==> src/rtl/sextium_sram_pkg.sv <==
// Shared types and helpers for the sextium SRAM bridge: FSM state encoding,
// wait-counter sizing and byte-enable constants.
package sextium_sram_pkg;

   typedef enum logic [2:0] {
      ST_IDLE      = 3'd0,
      ST_TURN_WAIT = 3'd1,
      ST_RD        = 3'd2,
      ST_WR_SETUP  = 3'd3,
      ST_WR_PULSE  = 3'd4,
      ST_WR_HOLD   = 3'd5,
      ST_DONE      = 3'd6
   } sram_state_e;

   // Byte-enable constants sized for the widest supported bus (128 bits);
   // users slice the low DATA_W/8 bits.
   localparam int unsigned BE_MAX_W = 128 / 8;
   localparam logic [BE_MAX_W-1:0] BE_ALL_ON  = '0;
   localparam logic [BE_MAX_W-1:0] BE_ALL_OFF = '1;

   function automatic int unsigned cnt_width(input int unsigned rd_wait,
                                             input int unsigned wr_wait,
                                             input int unsigned turn);
      int unsigned m;
      m = rd_wait;
      if (wr_wait > m) m = wr_wait;
      if (turn > m)    m = turn;
      return $clog2(m + 32'd1);
   endfunction

endpackage

==> src/rtl/sextium_wait_timer.sv <==
// Loadable down-counter with a zero flag, shared by every timed FSM state.
module sextium_wait_timer #(
   parameter int unsigned CW = 2
) (
   input  logic          clk_i,
   input  logic          rst_i,
   input  logic          load_i,
   input  logic [CW-1:0] load_val_i,
   input  logic          dec_i,
   output logic          zero_o
);

   logic [CW-1:0] cnt_q;
   logic [CW-1:0] cnt_d;

   assign zero_o = (cnt_q == '0);

   // Next count: load wins, decrement saturates at zero.
   always_comb begin
      cnt_d = cnt_q;
      if (load_i) begin
         cnt_d = load_val_i;
      end else if (dec_i && !zero_o) begin
         cnt_d = cnt_q - CW'(1);
      end else begin
         cnt_d = cnt_q;
      end
   end

   // Counter register.
   always_ff @(posedge clk_i) begin
      if (rst_i) begin
         cnt_q <= '0;
      end else begin
         cnt_q <= cnt_d;
      end
   end

endmodule

==> src/rtl/sextium_sram_ctrl.sv <==
// Bridge from the sextium_core mem_read/mem_write/mem_ack handshake to an
// asynchronous SRAM, with programmable wait states and bus turnaround.
module sextium_sram_ctrl
   import sextium_sram_pkg::*;
#(
   parameter int unsigned DATA_W      = 16,
   parameter int unsigned ADDR_W      = 16,
   parameter int unsigned SRAM_ADDR_W = 20,
   parameter int unsigned RD_WAIT     = 2,
   parameter int unsigned WR_WAIT     = 2,
   parameter int unsigned TURN        = 1
) (
   input  logic                   clock,
   input  logic                   reset,
   input  logic                   mem_read,
   input  logic                   mem_write,
   input  logic [ADDR_W-1:0]      addr_bus,
   input  logic [DATA_W-1:0]      mem_bus_out,
   output logic [DATA_W-1:0]      mem_bus_in,
   output logic                   mem_ack,
   output logic [SRAM_ADDR_W-1:0] sram_addr,
   output logic [DATA_W-1:0]      sram_dq_out,
   output logic                   sram_dq_oe,
   input  logic [DATA_W-1:0]      sram_dq_in,
   output logic                   sram_ce_n,
   output logic                   sram_oe_n,
   output logic                   sram_we_n,
   output logic [DATA_W/8-1:0]    sram_be_n,
   output logic                   busy,
   output logic                   err
);

   localparam int unsigned BE_W = DATA_W / 8;
   localparam int unsigned CW   = cnt_width(RD_WAIT, WR_WAIT, TURN);
   localparam logic [CW-1:0] RD_LD   = CW'(RD_WAIT - 32'd1);
   localparam logic [CW-1:0] WR_LD   = CW'(WR_WAIT - 32'd1);
   localparam logic [CW-1:0] TURN_LD = (TURN > 32'd0) ? CW'(TURN - 32'd1) : '0;
   localparam bit            HAS_TURN = (TURN > 32'd0);
   localparam logic [BE_W-1:0] BE_ON  = BE_ALL_ON[BE_W-1:0];
   localparam logic [BE_W-1:0] BE_OFF = BE_ALL_OFF[BE_W-1:0];

   sram_state_e            state_q;
   logic [DATA_W-1:0]      rdata_q;
   logic                   ack_q;
   logic [SRAM_ADDR_W-1:0] addr_q;
   logic [DATA_W-1:0]      dq_out_q;
   logic                   dq_oe_q;
   logic                   ce_n_q;
   logic                   oe_n_q;
   logic                   we_n_q;
   logic [BE_W-1:0]        be_n_q;
   logic                   busy_q;
   logic                   err_q;
   logic                   last_wr_q;

   logic          tmr_load_s;
   logic [CW-1:0] tmr_val_s;
   logic          tmr_dec_s;
   logic          tmr_zero_s;

   // Timer is reloaded on entry to each timed state and counts down inside it.
   always_comb begin
      tmr_load_s = 1'b0;
      tmr_val_s  = '0;
      tmr_dec_s  = 1'b0;
      case (state_q)
         ST_IDLE: begin
            if (!mem_write && mem_read) begin
               tmr_load_s = 1'b1;
               tmr_val_s  = (last_wr_q && HAS_TURN) ? TURN_LD : RD_LD;
            end else begin
               tmr_load_s = 1'b0;
            end
         end
         ST_TURN_WAIT: begin
            if (tmr_zero_s) begin
               tmr_load_s = 1'b1;
               tmr_val_s  = RD_LD;
            end else begin
               tmr_dec_s = 1'b1;
            end
         end
         ST_RD:       tmr_dec_s = 1'b1;
         ST_WR_SETUP: begin
            tmr_load_s = 1'b1;
            tmr_val_s  = WR_LD;
         end
         ST_WR_PULSE: tmr_dec_s = 1'b1;
         default:     tmr_load_s = 1'b0;
      endcase
   end

   sextium_wait_timer #(.CW(CW)) u_timer (
      .clk_i      (clock),
      .rst_i      (reset),
      .load_i     (tmr_load_s),
      .load_val_i (tmr_val_s),
      .dec_i      (tmr_dec_s),
      .zero_o     (tmr_zero_s)
   );

   // Access sequencer; every SRAM strobe is a register written here.
   always_ff @(posedge clock) begin
      if (reset) begin
         state_q   <= ST_IDLE;
         rdata_q   <= '0;
         ack_q     <= 1'b0;
         addr_q    <= '0;
         dq_out_q  <= '0;
         dq_oe_q   <= 1'b0;
         ce_n_q    <= 1'b1;
         oe_n_q    <= 1'b1;
         we_n_q    <= 1'b1;
         be_n_q    <= BE_OFF;
         busy_q    <= 1'b0;
         err_q     <= 1'b0;
         last_wr_q <= 1'b0;
      end else begin
         case (state_q)
            ST_IDLE: begin
               ack_q <= 1'b0;
               if (mem_write) begin
                  err_q    <= err_q | mem_read;
                  addr_q   <= SRAM_ADDR_W'(addr_bus);
                  dq_out_q <= mem_bus_out;
                  dq_oe_q  <= 1'b1;
                  ce_n_q   <= 1'b0;
                  be_n_q   <= BE_ON;
                  busy_q   <= 1'b1;
                  state_q  <= ST_WR_SETUP;
               end else if (mem_read) begin
                  addr_q <= SRAM_ADDR_W'(addr_bus);
                  ce_n_q <= 1'b0;
                  be_n_q <= BE_ON;
                  busy_q <= 1'b1;
                  if (last_wr_q && HAS_TURN) begin
                     state_q <= ST_TURN_WAIT;
                  end else begin
                     oe_n_q  <= 1'b0;
                     state_q <= ST_RD;
                  end
               end else begin
                  state_q <= ST_IDLE;
               end
            end
            ST_TURN_WAIT: begin
               if (tmr_zero_s) begin
                  oe_n_q  <= 1'b0;
                  state_q <= ST_RD;
               end else begin
                  state_q <= ST_TURN_WAIT;
               end
            end
            ST_RD: begin
               if (tmr_zero_s) begin
                  rdata_q   <= sram_dq_in;
                  oe_n_q    <= 1'b1;
                  ack_q     <= 1'b1;
                  last_wr_q <= 1'b0;
                  state_q   <= ST_DONE;
               end else begin
                  state_q <= ST_RD;
               end
            end
            ST_WR_SETUP: begin
               we_n_q  <= 1'b0;
               state_q <= ST_WR_PULSE;
            end
            ST_WR_PULSE: begin
               if (tmr_zero_s) begin
                  we_n_q  <= 1'b1;
                  state_q <= ST_WR_HOLD;
               end else begin
                  state_q <= ST_WR_PULSE;
               end
            end
            ST_WR_HOLD: begin
               dq_oe_q   <= 1'b0;
               ack_q     <= 1'b1;
               last_wr_q <= 1'b1;
               state_q   <= ST_DONE;
            end
            ST_DONE: begin
               ack_q   <= 1'b0;
               ce_n_q  <= 1'b1;
               be_n_q  <= BE_OFF;
               busy_q  <= 1'b0;
               state_q <= ST_IDLE;
            end
            default: begin
               ack_q   <= 1'b0;
               dq_oe_q <= 1'b0;
               ce_n_q  <= 1'b1;
               oe_n_q  <= 1'b1;
               we_n_q  <= 1'b1;
               be_n_q  <= BE_OFF;
               busy_q  <= 1'b0;
               state_q <= ST_IDLE;
            end
         endcase
      end
   end

   assign mem_bus_in  = rdata_q;
   assign mem_ack     = ack_q;
   assign sram_addr   = addr_q;
   assign sram_dq_out = dq_out_q;
   assign sram_dq_oe  = dq_oe_q;
   assign sram_ce_n   = ce_n_q;
   assign sram_oe_n   = oe_n_q;
   assign sram_we_n   = we_n_q;
   assign sram_be_n   = be_n_q;
   assign busy        = busy_q;
   assign err         = err_q;

endmodule

==> config.mk <==
export PLATFORM = sky130hd
export DESIGN_NAME = sextium_sram_ctrl
export DESIGN_NICKNAME = d
export VERILOG_FILES = /design/src/rtl/sextium_sram_pkg.sv /design/src/rtl/sextium_wait_timer.sv /design/src/rtl/sextium_sram_ctrl.sv
export SDC_FILE = /design/constraint.sdc
export NUM_CORES = 1
export LEC_CHECK = 0
export CAP_MARGIN = 20
export CORE_MARGIN = 2
export CORE_UTILIZATION = 38
export DETAILED_ROUTE_END_ITERATION = 8
export GPL_TIMING_DRIVEN = 0
export PLACE_DENSITY_LB_ADDON = 0.08
export REMOVE_ABC_BUFFERS = 1
export SYNTH_ARGS = -nofsm -noshare
export SYNTH_HDL_FRONTEND = slang
export SYNTH_SLANG_ARGS = --single-unit
==> constraint.sdc <==
create_clock -name clock -period 4.3 [get_ports clock]
set_input_delay 1.075 -clock clock [delete_from_list [all_inputs] [get_ports clock]]
set_output_delay 1.075 -clock clock [all_outputs]
set_load 0.01 [all_outputs]
==> results.md, run 1 <==
- The run finished with clean final reports.
- The path with the worst hold slack has its endpoint at sram_dq_out[3].
- The worst setup path is captured at a flip-flop.
- On the final layout, the worst clock skew is 0.00524 ns.
- The leakage power is 1.35 nW.
- The final count of pins violating max slew came to 0.
- The number of sinks handled by clock tree synthesis is 61.
- The number of cell instances on the worst register-to-register path is 4.
- The arrival time at the worst endpoint is 2.80 ns.
- After detailed routing, the number of remaining DRC violations is 0.
- The HPWL after detailed placement is approximately 3900 um.
- The proportion of register bits with asynchronous set or reset after synthesis is 0%.
- The average instance in the mapped netlist occupies 8.62 sq um.
- For the finished layout, the period the worst path requires is between 2 and 3 ns.
- After floorplanning, the core was divided into 28 placement rows.
- The beginning of the worst hold path is sram_dq_out[3].
- The H-tree depth reported by CTS is 3.
- In the routed layout, each cell is associated on average with a via count of 4.64.
- The worst pin sits at a relative slew slack of 35.8%.
- The cell area after synthesis is 0.00240 sq mm.
- The routed wire length is between 5000 and 6000 um.
- The setup check on the worst reg-to-reg path leaves a slack of roughly 2.2 ns.
- The number of failing setup endpoints in the final timing report is 0.
- Measured along the y axis, the die boundary spans approximately 84 um.
- The post-cts sizing count is 0.
- Based on the critical path, the design can be clocked at up to 0.385 GHz.
- Of the synthesized area, sequential elements account for about half.
- The number of antenna diodes in the final layout is 0.
- The initial utilization of the core area, before any placement, comes to 39.9%.
- The critical register-to-register path startpoint is state_q[1].
- The critical path is of the in -> reg type.
- The congestion estimate from routability-driven global placement came to 0.697.
- The number of different library cells in the post-synthesis netlist is 37.
- Pin placement for this block handled 113 I/O pins.
- For this run, the detailed router's first-pass iteration total came to 4.
- The total of fill cells in the finished design is 556.
- Power spread over the standard cell area amounts to approximately 580 mW/mm^2.
- In this run the worst path has a maximum fanout of 18.
- The number of antenna violations at the first check in global routing came to 0.
- The instance count after placement with tap cells included is 440.
- The global-route wire length before repair is 9740 um.
- In this run the clock root is driven by a clkbuf_8.
- The remaining global-route overflow is 0.
- IR analysis of the VDD net gives a maximum drop of ~0.35 mV.
- The core region is 0.00603 sq mm.
- The critical path launch point type is a primary input.
- At the end of the flow, the number of nets in the layout was 429.
- In this run, CTS created clock tree buffers numbering 9.
- The worst path required time is 4.50 ns.
- The worst register-to-register path ends at sram_addr[11].
- The worst hold path passes through 2 cells.
- The number of synthesized flops with an enable pin is 0.
- Cells with a size suffix above 1 make up 4.99% of the layout.
- The CTS tree is built.
- For this run, the number of standard cells in the final layout without fillers is 456.
- The synthesized instance count is 279.
- Power comes to 2.09 mW.
- After clock tree synthesis, the flow added hold-fix buffers numbering 0.
- The number of global-route vias before repair is 2047.
- After synthesis, the cell types taking the most area are dfxtp_1 51%, nand2_1 11%, a21oi_1 8.3%, mux2i_1 7.5%, nor2_1 3.9%.
- The area growth from synthesis to layout is 51.0%.
- Across all layers, the routed design uses 2118 vias.
- The number of storage elements in the synthesis netlist is 61.
- The detailed router finished its first iteration with 81 violations.
- The transition time at the pin with the least slew margin is 0.963 ns.
- In the final timing run, aggregate negative setup slack is 0 ns.
- Dividing the detail-routed wire length by the instance count gives 12.6 um.
- Setup repair after global routing left no endpoint under its margin.
- At the later pin of the worst-skew pair, clock insertion delay measures 0.33 ns.
- The die boundary width is 83.6 um.
- The clock input transition at the sequential cells of the worst setup and hold paths is 0.06 ns.
- The biggest area contributor in the post-synthesis netlist is dfxtp_1.
- The reported max-cap violation count is 0.
- The buffer count from post-CTS setup fixing is 0.
- The number of endpoints with negative hold slack in the final report came to 0.
- The count of yosys warnings during synthesis is 0.
- Entering global routing, the biggest net connects 32 pins.
- The class of the tightest hold or removal check is reg -> reg.
- The global router's overall resource usage is 17.3%.
- Once detail routing completed, the nets flagged for antenna violations numbered 0.
- The area share of the largest cell type after synthesis is 50.8%.
- The die outline area is 0.00698 sq mm.
- The count of buffers from port buffering is 108.
- In the synthesized netlist the dominant register cell turns out to be dfxtp_1.
- The final cycle utilization of the critical path is about 60%.
- The maximum root-to-sink buffer count is 2.
==> logic make-up (layout without fill, tap and decap cells) <==
family / Yosys count / count (layout) / synth area share (%)
flip-flops: 61 / 61 / 50.8
adder cells (fa/ha/maj): 1 / 1 / 0.520
XOR/XNOR: 1 / 1 / 0.364
AND/OR/NAND/NOR: 110 / 110 / 19.8
buffers and inverters: 29 / 128 / 7.13
AO/OA/AOI/OAI: 57 / 57 / 13.3
multiplexers: 19 / 19 / 7.96
other: 1 / 4 / 0.156
==> power breakdown <==
| group | leakage, nW | internal, mW | switching [mW] | total [mW] |
|---|---|---|---|---|
| Combinational | 0.758 | 0.420 | 0.375 | 0.796 |
| Clock | 0.0919 | 0.285 | 0.211 | 0.496 |
| Sequential | 0.500 | 0.694 | 0.107 | 0.801 |
==> worst max-delay path, cell delays in order <==
cell and delay (ns):
clkdlybuf4s50_1 0.58, o21a_1 0.81, mux2i_1 0.27, nor2_1 0.06
==> registers in the layout, summed over array words and instances (netlist names) <==
signal         flops
busy               1
err                1
last_wr_q          1
mem_ack            1
mem_bus_in        16
sram_addr         16
sram_be_n          1
sram_dq_oe         1
sram_dq_out       16
sram_oe_n          1
sram_we_n          1
state_q            3
u_timer.cnt_q      2
==> stage by stage <==
| step | setup WS [ns] | area, sq um | utilization [%] | hold slack [ns] |
|---|---|---|---|---|
| after floorplan | 2.20 | 2260 | - | 0.474 |
| after global placement | 0.596 | 3430 | 56.9 | 0.441 |
| after detailed placement | 1.32 | 3450 | 57.2 | 0.446 |
| after CTS | 1.68 | 3630 | 60.3 | 0.455 |
| after global routing | 1.53 | 3630 | 60.3 | 0.471 |
| final | 1.70 | 3630 | 60.3 | 0.450 |
==> final cells by class <==
cell class	instances	area, sq um	share of cell area, %
Clock inverter	1	30.0	0.827
Multi-Input combinational cell	192	1020	28.2
Tap cell	75	93.8	2.58
Clock buffer	15	156	4.31
Inverter	3	11.3	0.310
Timing Repair Buffer	109	1100	30.2
Sequential cell	61	1220	33.6
==> per-layer routing <==
metal	vias up	GRT usage, %	part of all wire [%]
li1	1102	-	-
met5	-	0	0
met1	937	20.6	45
met4	0	6.16	1.1
met2	73	26.6	44
met3	6	9.00	9.3
==> cells in the mapped netlist, types with 3 or more instances <==
library cell and number:
buf_2 4, mux2i_1 18, nand2_1 70, inv_1 3, dfxtp_1 61, nor2_1 25, nor2b_1 3, o21a_1 3
clkbuf_1 9, o21ai_0 5, buf_4 8, a21oi_1 40
==> worst max-delay path by stage <==
stage | from | end | slack [ns] | depth (start not counted)
after floorplan | mem_read | sram_addr[0] | 2.20 | 3
after global placement | reset | state_q[0] | 0.60 | 4
after detailed placement | mem_read | sram_addr[9] | 1.32 | 4
after CTS | mem_read | sram_addr[9] | 1.68 | 4
after global routing | mem_read | sram_addr[3] | 1.53 | 4
final | mem_read | sram_addr[11] | 1.70 | 4
==> cells in the final DEF (no fill, tap or decap), types with 2 or more instances in the layout <==
| cell type | count |
|---|---|
| a211oi_1 | 2 |
| a21oi_1 | 40 |
| and2_1 | 2 |
| clkbuf_1 | 5 |
| clkbuf_8 | 10 |
| clkdlybuf4s50_1 | 107 |
| conb_1 | 4 |
| dfxtp_1 | 61 |
| inv_1 | 3 |
| mux2i_1 | 18 |
| nand2_1 | 70 |
| nor2_1 | 25 |
| nor2b_1 | 3 |
| nor3_1 | 2 |
| o21a_1 | 3 |
| o21ai_0 | 5 |
| o21bai_1 | 2 |
No activity file was read; power rests on OpenSTA's default activity.
==> inputs of run 2 (changes only) <==
Settings changed: CORE_UTILIZATION 38 to 37.
Clock period 4.3 ns to 2.29 ns, I/O delays scaled along.
==> run 2 against run 1 <==
Effect of this change:
- cell count up 0.44%
- global-route usage down 0.98 points
- largest power group unchanged
- non-clock buffer count unchanged
- setup slack worse by 1.3 ns
- clock-buffer cell count down 4
- clock skew up 0.0021 ns
- register-to-register slack worse by 1.8 ns
- hold slack better by 0.0020 ns
==> results.md, run 2 (same netlist as run 1, synthesis figures left out) <==
- Status: complete, no violations (unchanged).
- The largest voltage drop on the vdd net is 0.663 mV (was 0.346 mV).
- The final count of pins violating max slew is 0 (unchanged).
- The net count of the finished layout is 429 (unchanged).
- The synthesis-to-layout area growth is 51.4% (was 51.0%).
- The setup TNS was 0 ns (unchanged).
- The number of global-route vias before repair is 1976 (was 2047).
- The internal power summed over all cells was 2.61 mW (was 1.40 mW).
- The highest clock rate is 0.534 GHz.
- The transition time at the pin with the least slew margin is 0.691 ns (was 0.963 ns).
- The total inserted antenna cells is 0 (unchanged).
- The portion of total power attributed to sequential cells is 38.2% (was 38.3%).
- The cell chosen for the clock root was clkbuf_8 (unchanged).
- The final clock skew came to 0.00733 ns (was 0.00524 ns).
- Most frequent cells in the layout: 107 x clkdlybuf4s50_1, 70 x nand2_1, 61 x dfxtp_1 (unchanged).
- After layout, the minimum clock period comes to 1.87 ns.
- The maximum root-to-sink buffer count came to 2 (unchanged).
- The final-layout worst hold slack is 0.452 ns (was 0.450 ns).
- The register-to-register setup slack is 0.42 ns (was 2.17 ns).
- The routed length per placed instance is 12.6 um (about the same).
- The slack of the critical path came to 0.418 ns (was 1.70 ns).
- The CTS tree was built (unchanged).
- The number of design-rule violations left by the first detailed-router iteration is 97 (was 81).
- The worst slew margin relative to its limit is 53.9% (was 35.8%).
- The count of hold buffers inserted by post-cts repair is 0 (unchanged).
- The detailed-route via count came to 2138 (was 2118).
- The routed wire length is 5780 um (was 5760 um).
- The total power per unit cell area came to 1080 mW/mm^2 (was 576 mW/mm^2).
- The number of endpoints with negative hold slack in the final report is 0 (unchanged).
- The die outline area is 0.00716 sq mm (was 0.00698 sq mm).
- The final instance area is 0.00364 sq mm (was 0.00363 sq mm).
- The reported max-cap violation count is 0 (unchanged).
- The number of remaining DRC errors is 0 (unchanged).
- The global-route wire length before repair is 9330 um (was 9740 um).
- The critical path launch point type was a flip-flop (was primary input).
- The switching share of power came to 33.4% (was 33.1%).
- The remaining global-route overflow is 0 (unchanged).
- The H-tree depth reported by CTS came to 3 (unchanged).
- The boundary pin count came to 113 (unchanged).
- The worst path required time is 2.47 ns (was 4.50 ns).
- The final estimated routing congestion in global placement was 0.743 (was 0.697).
- The number of failing setup endpoints in the final timing report is 0 (unchanged).
- The arrival time at the worst endpoint was 2.05 ns (was 2.80 ns).
- Of the available clock period, the critical path in the final layout requires approximately four fifths.
- The post-DP HPWL is 3810 um (was 3850 um).
- The initial cell density of the core came to 38.1% (was 39.9%).
- The share of final-layout standard cells stronger than drive strength 1 is 6.30% (was 4.99%).
- The instance area at placement came to 0.00345 sq mm (about the same).
- The combinational cell fraction of total power is 38.2% (was 38.0%).
- The worst slack at placement came to -0.223 ns (was 1.32 ns).
- The start-to-end type of the worst setup path is reg -> reg (was in -> reg).
- The most common cell after layout, fill and taps aside is clkdlybuf4s50_1 (unchanged).
- The number of antenna violations at the first check in global routing is 0 (unchanged).
- The number of sinks handled by clock tree synthesis is 61 (unchanged).
- The class of the tightest hold or removal check was reg -> reg (unchanged).
- The switching power is 1.31 mW (was 693 uW).
- The kind of end point of the critical path is a flip-flop (unchanged).
- The global router's overall resource usage is 16.3% (was 17.3%).
- The die boundary width came to 84.6 um (was 83.6 um).
- The core footprint was 0.00631 sq mm (was 0.00603 sq mm).
- The count of buffers from port buffering is 108 (unchanged).
- The clock share of power is 23.7% (about the same).
- The vertical extent of the die is 84.6 um (was 83.6 um).
- The biggest fanout along the worst timing path came to 19 (was 18).
- The cell row count is 29 (was 28).
- The iteration count of the initial detailed-routing pass is 4 (unchanged).
- The post-detailed-route via-to-cell ratio came to 4.67 (was 4.64).
- The leakage power is 1.36 nW (was 1.35 nW).
- The largest net degree at the start of global routing was 33 (was 32).
- The clock input transition at the sequential cells of the worst setup and hold paths came to 0.06 ns (about the same).
- RSZ-0062 raised after global routing: false (unchanged).
- The number of buffers added by the clock tree synthesis step is 9 (unchanged).
- The worst-skew pair later-pin latency is 0.33 ns (about the same).
- The number of antenna-violating nets in the routed design is 0 (unchanged).
[run 2: changes by cell type in the layout (fill, tap and decap cells not counted), sizes merged]
cell / before / now
clkbuf: 15 / 11
clkinv: 0 / 4
[run 2: power by group through the flow]
stage | Sequential, mW | Clock, mW | Combinational, mW
finish | 1.50 | 0.930 | 1.50
global route | 1.54 | 1.01 | 1.65
CTS | 1.50 | 0.957 | 1.53
detailed placement | 1.52 | 0 | 1.52
global placement | 1.52 | 0 | 1.51
floorplan | 1.60 | 0 | 0.716
[run 2: final cells by class]
class / instances / area (sq um)
inverter: 3 / 11.3
timing repair buffer: 109 / 1100
sequential: 61 / 1220
tap: 77 / 96.3
clock inverter: 5 / 50.0
clock buffer: 11 / 141
multi-input combinational: 192 / 1020
fill: 594 / 2670
[run 2: worst max-delay path: stages, from the launching register on]
cell     delay (ns)
dfxtp_1        0.77
nand3_1        0.66
nand2_1        0.21
a21oi_1        0.08
[run 2: what timing repair did]
action / in CTS / in global routing
setup buffers: 0 / 0
gates resized for setup: 0 / 1
setup endpoints to repair: 0 / 16
[run 2: path summary, 6_finish.rpt]
| path | from | to | cells past startpoint |
|---|---|---|---|
| max | state_q[1] | mem_bus_in[14] | 3 |
| min | mem_bus_in[15] | mem_bus_in[15] | 2 |
| max reg2reg | state_q[1] | mem_bus_in[14] | 3 |
| min reg2reg | mem_bus_in[15] | mem_bus_in[15] | 2 |
[run 2: per-layer routing]
layer	vias to the layer above	track usage (%)	share of wire, %
li1	1103	-	-
met1	952	20.9	45
met2	74	24.0	45
met3	9	6.98	8.8
met4	0	6.93	1.3
met5	-	0	0
[run 2: stage by stage]
step           power (mW)  utilization, %  cells
6_report             3.93            57.7    458
5_1_grt              4.20            57.7    458
4_1_cts              3.99            57.6    458
3_5_place_dp         3.04            54.6    442
3_3_place_gp         3.03            54.4    441
2_1_floorplan        2.32               -    256
==> inputs of run 3 (changes only) <==
Settings changed: CORE_UTILIZATION 37 to 38.
Clock period 2.29 ns to 1.8 ns, I/O delays scaled along.
==> run 3 against run 2 <==
Effect of this change:
- hold slack worse by 0.0020 ns
- clock-buffer cell count up 4
- first-iteration DRC count down 30%
- critical path type is now in -> reg
- critical endpoint is now u_timer.cnt_q[0]
- largest power group unchanged
==> results.md, run 3 (same netlist as run 1, synthesis figures left out) <==
- Status: complete, no violations (unchanged).
- The boundary pin count is 113 (unchanged).
- The number of design-rule violations left by the first detailed-router iteration came to 68 (was 97).
- The biggest fanout along the worst timing path is 6 (was 19).
- The instance count after placement with tap cells included is 440 (was 442).
- The endpoint of the worst-slack reg-to-reg timing path is u_timer.cnt_q[1] (was mem_bus_in[14]).
- The initial cell density of the core is 39.9% (was 38.1%).
- The number of antenna-violating nets in the routed design is 0 (unchanged).
- The shortest period the worst path allows is 1.73 ns.
- The clock share of power is 23.5% (was 23.7%).
- The vertical extent of the die is 83.6 um (was 84.6 um).
- The H-tree depth reported by CTS came to 3 (unchanged).
- The final instance area is 0.00365 sq mm (was 0.00364 sq mm).
- The combinational cell fraction of total power is 38.2% (about the same).
- The internal power summed over all cells is 3.36 mW (was 2.61 mW).
- The kind of end point of the critical path was a flip-flop (unchanged).
- The switching power is 1.67 mW (was 1.31 mW).
- The final cycle utilization of the critical path is 96.0%.
- The core footprint is 0.00603 sq mm (was 0.00631 sq mm).
- The final cell count without fillers came to 456 (was 458).
- The worst-skew pair later-pin latency came to 0.33 ns (about the same).
- The largest net degree at the start of global routing was 32 (was 33).
- The CTS tree is built (unchanged).
- The highest clock rate is 0.579 GHz.
- The net count of the finished layout is 429 (unchanged).
- The total buffers and inverters traversed by the critical path is 1 (was 0).
- The clock input transition at the sequential cells of the worst setup and hold paths is 0.06 ns (about the same).
- The maximum root-to-sink buffer count is 2 (unchanged).
- The critical path's slowest cell is clkdlybuf4s50_1 (was dfxtp_1).
- The worst slew margin relative to its limit is 60.1% (was 53.9%).
- The critical register-to-register path startpoint is u_timer.cnt_q[0] (was state_q[1]).
- The post-DP HPWL is 3850 um (was 3810 um).
- The number of cell instances on the worst register-to-register path is 5 (was 3).
- The iteration count of the initial detailed-routing pass is 4 (unchanged).
- The most common cell after layout, fill and taps aside was clkdlybuf4s50_1 (unchanged).
- Cells traversed along the worst timing path: clkdlybuf4s50_1 > or4b_4 > a21oi_2 > a31oi_1 > o21a_1 (was nand3_1 > nand2_1 > a21oi_1).
- The portion of total power attributed to sequential cells is 38.2% (about the same).
- The die boundary width is 83.6 um (was 84.6 um).
- The routed wire length is 5790 um (was 5780 um).
- The maximum single-stage delay on the critical path is 0.59 ns (was 0.77 ns).
- The instance area at placement is 0.00345 sq mm (about the same).
- The leakage power is 1.35 nW (was 1.36 nW).
- The final cell utilization of the core is 60.6% (was 57.7%).
- The worst path required time is 2.03 ns (was 2.47 ns).
- The number of antenna violations at the first check in global routing is 0 (unchanged).
- The routed length per placed instance came to 12.7 um (was 12.6 um).
- The synthesis-to-layout area growth is 51.8% (was 51.4%).
- The global router's overall resource usage is 17.3% (was 16.3%).
- The family with the most delay on the worst path was buffers and inverters (was simple AND/OR/NAND/NOR gates).
- The remaining global-route overflow was 0 (unchanged).
- The detailed-route via count is 2122 (was 2138).
- The buffer count from post-CTS setup fixing is 0 (unchanged).
- The start-to-end type of the worst setup path is in -> reg (was reg -> reg).
- The reported max-cap violation count is 0 (unchanged).
- The beginning of the worst hold path is sram_dq_out[3] (was mem_bus_in[15]).
- The transition time at the pin with the least slew margin is 0.598 ns (was 0.691 ns).
- The register-to-register setup slack was 0.21 ns (was 0.42 ns).
- The final clock skew is 0.00470 ns (was 0.00733 ns).
- The largest voltage drop on the vdd net is 0.821 mV (was 0.663 mV).
- The total of fill cells in the finished design is 553 (was 594).
- The number of global-route vias before repair was 2047 (was 1976).
- The arrival time at the worst endpoint is 1.95 ns (was 2.05 ns).
- The critical path launch point type is a primary input (was flip-flop).
- The post-detailed-route via-to-cell ratio was 4.65 (was 4.67).
- The cell chosen for the clock root was clkbuf_8 (unchanged).
- The final estimated routing congestion in global placement was 0.697 (was 0.743).
- RSZ-0062 raised after global routing: false (unchanged).
- The number of buffers added by the clock tree synthesis step is 9 (unchanged).
- The count of buffers from port buffering was 108 (unchanged).
- The final count of pins violating max slew was 0 (unchanged).
- The switching share of power is 33.2% (was 33.4%).
- The total power per unit cell area is 1380 mW/mm^2 (was 1080 mW/mm^2).
- The number of remaining DRC errors was 0 (unchanged).
- The number of endpoints with negative hold slack in the final report came to 0 (unchanged).
- The cell row count is 28 (was 29).
- The number of sinks handled by clock tree synthesis is 61 (unchanged).
- The destination of the worst hold path is sram_dq_out[3] (was mem_bus_in[15]).
- The class of the tightest hold or removal check is reg -> reg (unchanged).
- The die outline area is 0.00698 sq mm (was 0.00716 sq mm).
- The share of final-layout standard cells stronger than drive strength 1 is 6.82% (was 6.30%).
- The global-route wire length before repair is 9740 um (was 9330 um).
- The number of failing setup endpoints in the final timing report was 0 (unchanged).
- The depth of the worst hold-timing path is 2 (unchanged).
- The total inserted antenna cells is 0 (unchanged).
- Most frequent cells in the layout: 107 x clkdlybuf4s50_1, 70 x nand2_1, 58 x dfxtp_1 (was 107 x clkdlybuf4s50_1, 70 x nand2_1, 61 x dfxtp_1).
==> run 3: cell types whose count changed in the layout (fill, tap and decap cells not counted), moves of 3 or more <==
cell | previous run | this run
dfxtp_2 | 0 | 3
dfxtp_1 | 61 | 58
clkinv_2 | 4 | 0
clkbuf_1 | 1 | 5
==> run 3: how the worst max path moves through the flow <==
stage          startpoint          endpoint  depth (start not counted)
2_1_floorplan  state_q[1]      sram_addr[0]                          4
3_3_place_gp        reset        state_q[0]                          4
3_5_place_dp     mem_read      sram_addr[9]                          4
4_1_cts        state_q[1]  u_timer.cnt_q[1]                          4
5_1_grt          mem_read  u_timer.cnt_q[0]                          5
6_report         mem_read  u_timer.cnt_q[0]                          5
==> run 3: layout make-up <==
cell class                      count  area (sq um)  share of cell area (%)
Sequential cell                    61          1220                    33.6
Timing Repair Buffer              109          1100                    30.0
Multi-Input combinational cell    192          1040                    28.4
Clock buffer                       15           156                    4.28
Tap cell                           75          93.8                    2.57
Clock inverter                      1          30.0                   0.822
Inverter                            3          11.3                   0.308
==> run 3: through the flow <==
step	total power [mW]	worst slack (ns)	hold WS (ns)	TNS (ns)
finish	5.03	0.0727	0.450	0
global route	5.39	0.0121	0.471	0
CTS	5.10	0.0273	0.455	0
detailed placement	3.87	-0.552	0.446	-14.26
global placement	3.85	-1.28	0.441	-61.87
floorplan	2.95	0.00225	0.474	0
==> run 3: what timing repair did <==
action	CTS	global route
gates resized for setup	5	3
endpoints found under the setup margin	39	40
hold buffers	0	0
==> run 3: power by group through the flow <==
stage          Combinational (mW)  Clock, mW  Sequential (mW)
3_3_place_gp                 1.92          0             1.93
3_5_place_dp                 1.93          0             1.94
2_1_floorplan               0.911          0             2.04
5_1_grt                      2.13       1.29             1.98
4_1_cts                      1.96       1.23             1.92
6_report                     1.92       1.18             1.92
==> run 3: tightest hold or removal path: cells and delay by family, from the launching register on <==
family             cells  cell delay [ns]
AOI/OAI and AO/OA      1             0.05
DFF                    1             0.31
and+or+nand+nor        1             0.05
==> run 3: metal layers <==
metal / GRT usage, % / wire length, um
met5: 0 / 0
met4: 6.16 / 53
met3: 9.00 / 570
met2: 26.6 / 2540
met1: 20.6 / 2620
